$ cat src/rtl/gtxe2_oob_ctrl.sv
// SATA-style OOB handshake controller for a GTXE2 transceiver.
// Sequences COMINIT/COMWAKE, comma alignment and retries on timeout.
module gtxe2_oob_ctrl #(
  parameter int TIMEOUT_CYCLES = 880000,
  parameter int RETRY_MAX      = 4,
  parameter int TIMER_W        = 20
) (
  input  logic       clk,
  input  logic       reset,
  input  logic       start,
  input  logic       cplllock,
  input  logic       txcomfinish,
  input  logic       rxcominitdet,
  input  logic       rxcomwakedet,
  input  logic       rxelecidle,
  input  logic       rxbyteisaligned,
  output logic       txcominit,
  output logic       txcomwake,
  output logic       txelecidle,
  output logic       rxcommaalignen,
  output logic       link_up,
  output logic       busy,
  output logic       fail,
  output logic [2:0] state
);

  localparam int RW = $clog2(RETRY_MAX + 1);

  localparam logic [2:0] S_IDLE      = 3'd0;
  localparam logic [2:0] S_SEND_INIT = 3'd1;
  localparam logic [2:0] S_WAIT_INIT = 3'd2;
  localparam logic [2:0] S_SEND_WAKE = 3'd3;
  localparam logic [2:0] S_WAIT_WAKE = 3'd4;
  localparam logic [2:0] S_ALIGN     = 3'd5;
  localparam logic [2:0] S_LINK      = 3'd6;
  localparam logic [2:0] S_FAIL      = 3'd7;

  logic [2:0]         cur;
  logic [2:0]         nxt;
  logic [TIMER_W-1:0] timer;
  logic [TIMER_W-1:0] timer_nxt;
  logic [RW-1:0]      retry;
  logic [RW-1:0]      retry_nxt;
  logic               tmo;
  logic               retry_hit;

  assign tmo       = (timer == TIMER_W'(TIMEOUT_CYCLES - 1));
  assign retry_hit = ((retry + RW'(1)) == RW'(RETRY_MAX));
  assign state     = cur;

  always_comb begin
    nxt       = cur;
    retry_nxt = retry;
    timer_nxt = (&timer) ? timer : timer + TIMER_W'(1);
    unique case (cur)
      S_IDLE, S_FAIL: begin
        if (start && cplllock) begin
          nxt       = S_SEND_INIT;
          retry_nxt = '0;
        end
      end
      S_SEND_INIT: begin
        // finish is only honoured after the pulse cycle
        if (txcomfinish && !txcominit) begin
          nxt       = S_WAIT_INIT;
          timer_nxt = '0;
        end
      end
      S_WAIT_INIT: begin
        if (rxcominitdet) begin
          nxt = S_SEND_WAKE;
        end else if (tmo) begin
          retry_nxt = retry + RW'(1);
          nxt       = retry_hit ? S_FAIL : S_SEND_INIT;
        end
      end
      S_SEND_WAKE: begin
        if (txcomfinish && !txcomwake) begin
          nxt       = S_WAIT_WAKE;
          timer_nxt = '0;
        end
      end
      S_WAIT_WAKE: begin
        if (rxcomwakedet) begin
          nxt       = S_ALIGN;
          timer_nxt = '0;
        end else if (tmo) begin
          retry_nxt = retry + RW'(1);
          nxt       = retry_hit ? S_FAIL : S_SEND_INIT;
        end
      end
      S_ALIGN: begin
        if (rxbyteisaligned && !rxelecidle) begin
          nxt = S_LINK;
        end else if (tmo) begin
          retry_nxt = retry + RW'(1);
          nxt       = retry_hit ? S_FAIL : S_SEND_INIT;
        end
      end
      S_LINK: begin
        if (rxcominitdet) begin
          nxt       = S_SEND_INIT;
          retry_nxt = '0;
        end
      end
      default: nxt = S_IDLE;
    endcase
    // losing the PLL aborts any active sequence
    if (!cplllock && cur != S_IDLE && cur != S_FAIL) begin
      nxt = S_IDLE;
    end
  end

  always_ff @(posedge clk) begin
    if (reset) begin
      cur            <= S_IDLE;
      timer          <= '0;
      retry          <= '0;
      txcominit      <= 1'b0;
      txcomwake      <= 1'b0;
      txelecidle     <= 1'b1;
      rxcommaalignen <= 1'b0;
      link_up        <= 1'b0;
      busy           <= 1'b0;
      fail           <= 1'b0;
    end else begin
      cur            <= nxt;
      timer          <= timer_nxt;
      retry          <= retry_nxt;
      txcominit      <= (nxt == S_SEND_INIT) && (cur != S_SEND_INIT);
      txcomwake      <= (nxt == S_SEND_WAKE) && (cur != S_SEND_WAKE);
      txelecidle     <= !((nxt == S_ALIGN) || (nxt == S_LINK));
      rxcommaalignen <= (nxt == S_ALIGN);
      link_up        <= (nxt == S_LINK);
      busy           <= (nxt >= S_SEND_INIT) && (nxt <= S_ALIGN);
      fail           <= (nxt == S_FAIL);
    end
  end

endmodule

$ cat config.mk
export PLATFORM = sky130hd
export DESIGN_NAME = gtxe2_oob_ctrl
export DESIGN_NICKNAME = d
export VERILOG_FILES = /design/src/rtl/gtxe2_oob_ctrl.sv
export SDC_FILE = /design/constraint.sdc
export NUM_CORES = 1
export LEC_CHECK = 0
export ABC_CLOCK_PERIOD_IN_PS = 6300
export CORE_ASPECT_RATIO = 1.4
export CORE_UTILIZATION = 40
export DETAILED_ROUTE_END_ITERATION = 16
export HOLD_SLACK_MARGIN = 0.02
export PLACE_DENSITY = 0.62
export SETUP_SLACK_MARGIN = 0.15
export SKIP_LAST_GASP = 1
export SYNTH_ARGS = -nofsm -noshare
export SYNTH_HDL_FRONTEND = slang
export SYNTH_SLANG_ARGS = --single-unit
$ cat constraint.sdc
create_clock -name clk -period 6.3 [get_ports clk]
set_input_delay 0.945 -clock clk [delete_from_list [all_inputs] [get_ports clk]]
set_output_delay 0.945 -clock clk [all_outputs]
set_load 0.05 [all_outputs]
==> out/qor.yml <==
run_status:
  status: "completed"
sta:
  fin_crit_ps: 2870
  hold_viol_final: 0
  finClkSkew_ps: 6.05
  final_max_slew_viol_count: 0
  relSlewSlack: 0.479
  worst_slew_pin_slew_ps: 779
  fin_tns_setup_ps: 0
  max_freq_mhz: 349
  rsz0062_at_grt: "false"
  finalSetupViolations: 0
  fin_crit_sh: 0.455
cells_and_area:
  fillCellCount: 412
  diodes: 0
  layout-drive-gt1-share: 0.0733
  seqCellArea_um2: 661
  fin_area_um2: 2140
  areaGrowthSynthToFinish_pct: 19.9
  multiInputGateArea_um2: 1050
  final_nets: 243
routing:
  wl_per_cell_um: 13.5
  antenna_left: 0
  avgViaCountPerCell: 5.29
  dr.pass1.iters: 4
  wl_um: 3940
  vias: 1545
  route.detailed.drc: 0
  drt_iter0_drc: 82
placement:
  dp_hpwl_um: 2880
  post_dp_cell_area_um2: 2000
  io_buffers: 18
  gp_congestion: 0.851
yosys:
  synth_seq_cells: 33
  ys.flop_type: "dfxtp_1"
  synthArstFlopShare: 0
  yosysSeqAreaShare: 0.371
  synth_adder_area_share: 0.0211
  synth_top_family_by_area: "simple AND/OR/NAND/NOR gates"
  synth_simple_gate_area_frac: 0.319
  synthMuxAreaShare: 0.0168
  synth_compound_area_frac: 0.146
  synth_warnings: 0
  avgSynthCellArea_um2: 8.33
  synth_area_um2: 1780
  syn-num-nets: 226
  post_synth_num_cell_types: 50
  synth_xor_xnor_area_share: 0.0884
  synthCells: 214
  synth_edf_count: 0
clock_tree:
  htreeDepth: 2
  cts_setup_buffers: 0
  cts.sinks: 33
  clockBufferDepth: 2
  clkSlewWorstSetupHoldPaths_ps: 70
  cts-buffers-inserted: 5
  ctsResizeCount: 0
  insertion_delay_ps: 290
  holdBufCountCts: 0
  ctsRootBufferMaster: "clkbuf_8"
  cts_tree: "yes"
setup_path:
  crit_buf_inv: 1
  slowest_delay_ps: 920
  end_kind: "output pin"
  required_ps: 5350
  worstReg2RegEnd: "timer[13]$_SDFF_PP0_"
  worst-r2r-cell-count: 7
  cp-endpoint: "state[2]"
  crit_family: "buffers and inverters"
  worstSetupStartpointType: "register"
  reg2reg_from: "timer[0]$_SDFF_PP0_"
  path_max_fanout: 19
  crit_type: "reg2out"
  critical_path.slowest_cell: "clkdlybuf4s50_1"
  r2r_slack_ps: 3970
  cp.arrival_ps: 1920
  cp_num_cells: 1
  crit_chain: "clkdlybuf4s50_1"
  startpoint: "state[2]$_SDFF_PP0_"
die:
  start_util: 0.421
  die_x_um: 58.4
  die_area_um2: 4730
  core_area_um2: 4240
  io_pins: 19
  rows: 28
  die_h_um: 81.0
pwr:
  pwr_density_cell_nw_per_um2: 221
  vdd_drop_max_mv: 0.126
  leakagePower_nw: 0.770
min_path:
  min_path_type: "reg2reg"
global_routing:
  overflow: 0
  grt_util_all_layers: 0.189
  antenna_found_initial: 0
  grt_pass1_vias: 1476
  grt_pass1_wl_um: 6760
  grt_max_degree: 21
job:
  drv_cap: 0
## per-stage QoR
step / utilization / setup WS [ps] / cells / power [mW] / hold slack [ps]
detailed placement: 0.473 / 3260 / 284 / 0.242 / 452
floorplan: - / 3930 / 214 / 0.232 / 432
global placement: 0.473 / 3310 / 284 / 0.242 / 444
CTS: 0.504 / 3430 / 292 / 0.477 / 461
global route: 0.504 / 3330 / 292 / 0.491 / 485
finish: 0.504 / 3430 / 292 / 0.473 / 461
## metal layers
metal	GRT usage	share of wire	routed length (um)
met3	0.0446	0.035	138
met5	0	0	0
met2	0.340	0.51	2000
met4	0.0976	0.034	134
met1	0.201	0.42	1660
## layout by cell type, fill, tap and decap left out, types with 2 or more instances in the layout
master           count
clkbuf_8             5
bufinv_16            2
xnor2_1              4
o311ai_0             2
dfxtp_1             33
nor3b_1              2
nor4b_1              2
or3_1                3
nor3_1               7
inv_1                8
nand3_1             11
or3b_1               3
mux2i_1              3
xor2_1              14
a32oi_1              2
nand2_1             15
nor2b_1              5
o21ai_0              6
and2_1               2
a21oi_1              9
a211oi_1             2
nand4_1             10
ha_1                 3
and3_1               4
clkdlybuf4s50_1     18
o21a_1               4
nor2_1              28
## layout make-up
| cell class | count | area share |
|---|---|---|
| Multi-Input combinational cell | 164 | 0.493 |
| Sequential cell | 33 | 0.309 |
| Timing Repair Buffer | 18 | 0.0843 |
| Tap cell | 60 | 0.0351 |
| Clock buffer | 5 | 0.0322 |
| Clock inverter | 3 | 0.0304 |
| Inverter | 9 | 0.0158 |
## cell families after synthesis
family / Yosys count
flops: 33
compound gates: 37
buf+inv: 17
fa+ha+maj: 3
simple gates: 103
mux: 3
xor+xnor: 18
## report_power, final
group          leakage [nW]  switching [mW]  internal, mW
Combinational         0.435          0.0127        0.0114
Clock                0.0681          0.0782         0.157
Sequential            0.266         0.00263         0.211
## worst min path at each step
| stage | cells past startpoint | start | slack [ps] | endpoint |
|---|---|---|---|---|
| after floorplan | 2 | retry[2]$_SDFFE_PP0P_ | 430 | retry[2]$_SDFFE_PP0P_ |
| after global placement | 2 | retry[2]$_SDFFE_PP0P_ | 440 | retry[2]$_SDFFE_PP0P_ |
| after detailed placement | 2 | retry[1]$_SDFFE_PP0P_ | 450 | retry[1]$_SDFFE_PP0P_ |
| after CTS | 2 | retry[1]$_SDFFE_PP0P_ | 460 | retry[1]$_SDFFE_PP0P_ |
| after global routing | 2 | retry[1]$_SDFFE_PP0P_ | 490 | retry[1]$_SDFFE_PP0P_ |
| final | 2 | retry[2]$_SDFFE_PP0P_ | 460 | retry[2]$_SDFFE_PP0P_ |
## synthesized netlist by cell type, types with 2 or more instances
cell / number / area share
ha_1: 3 / 0.021
nand2_1: 15 / 0.032
nor2_1: 28 / 0.059
nand4_1: 10 / 0.035
clkbuf_1: 5 / 0.011
nor2b_1: 5 / 0.018
or3_1: 3 / 0.011
buf_2: 3 / 0.0084
xnor2_1: 4 / 0.020
nand3_1: 11 / 0.031
a211oi_1: 2 / 0.0084
xor2_1: 14 / 0.069
o311ai_0: 2 / 0.0098
or3b_1: 3 / 0.015
nor4b_1: 2 / 0.0098
dfxtp_1: 33 / 0.37
o21ai_0: 6 / 0.017
nor3_1: 7 / 0.020
mux2i_1: 3 / 0.017
a21oi_1: 9 / 0.025
and2_1: 2 / 0.0070
o21a_1: 4 / 0.017
inv_1: 8 / 0.017
a32oi_1: 2 / 0.0098
nor3b_1: 2 / 0.0084
and3_1: 4 / 0.014
## registers in the layout (all words and copies together), names as in the netlist
| register | flops |
|---|---|
| busy | 1 |
| fail | 1 |
| link_up | 1 |
| retry | 3 |
| rxcommaalignen | 1 |
| state | 3 |
| timer | 20 |
| txcominit | 1 |
| txcomwake | 1 |
| txelecidle | 1 |
Note: power is estimated with default switching activity, not from simulation.
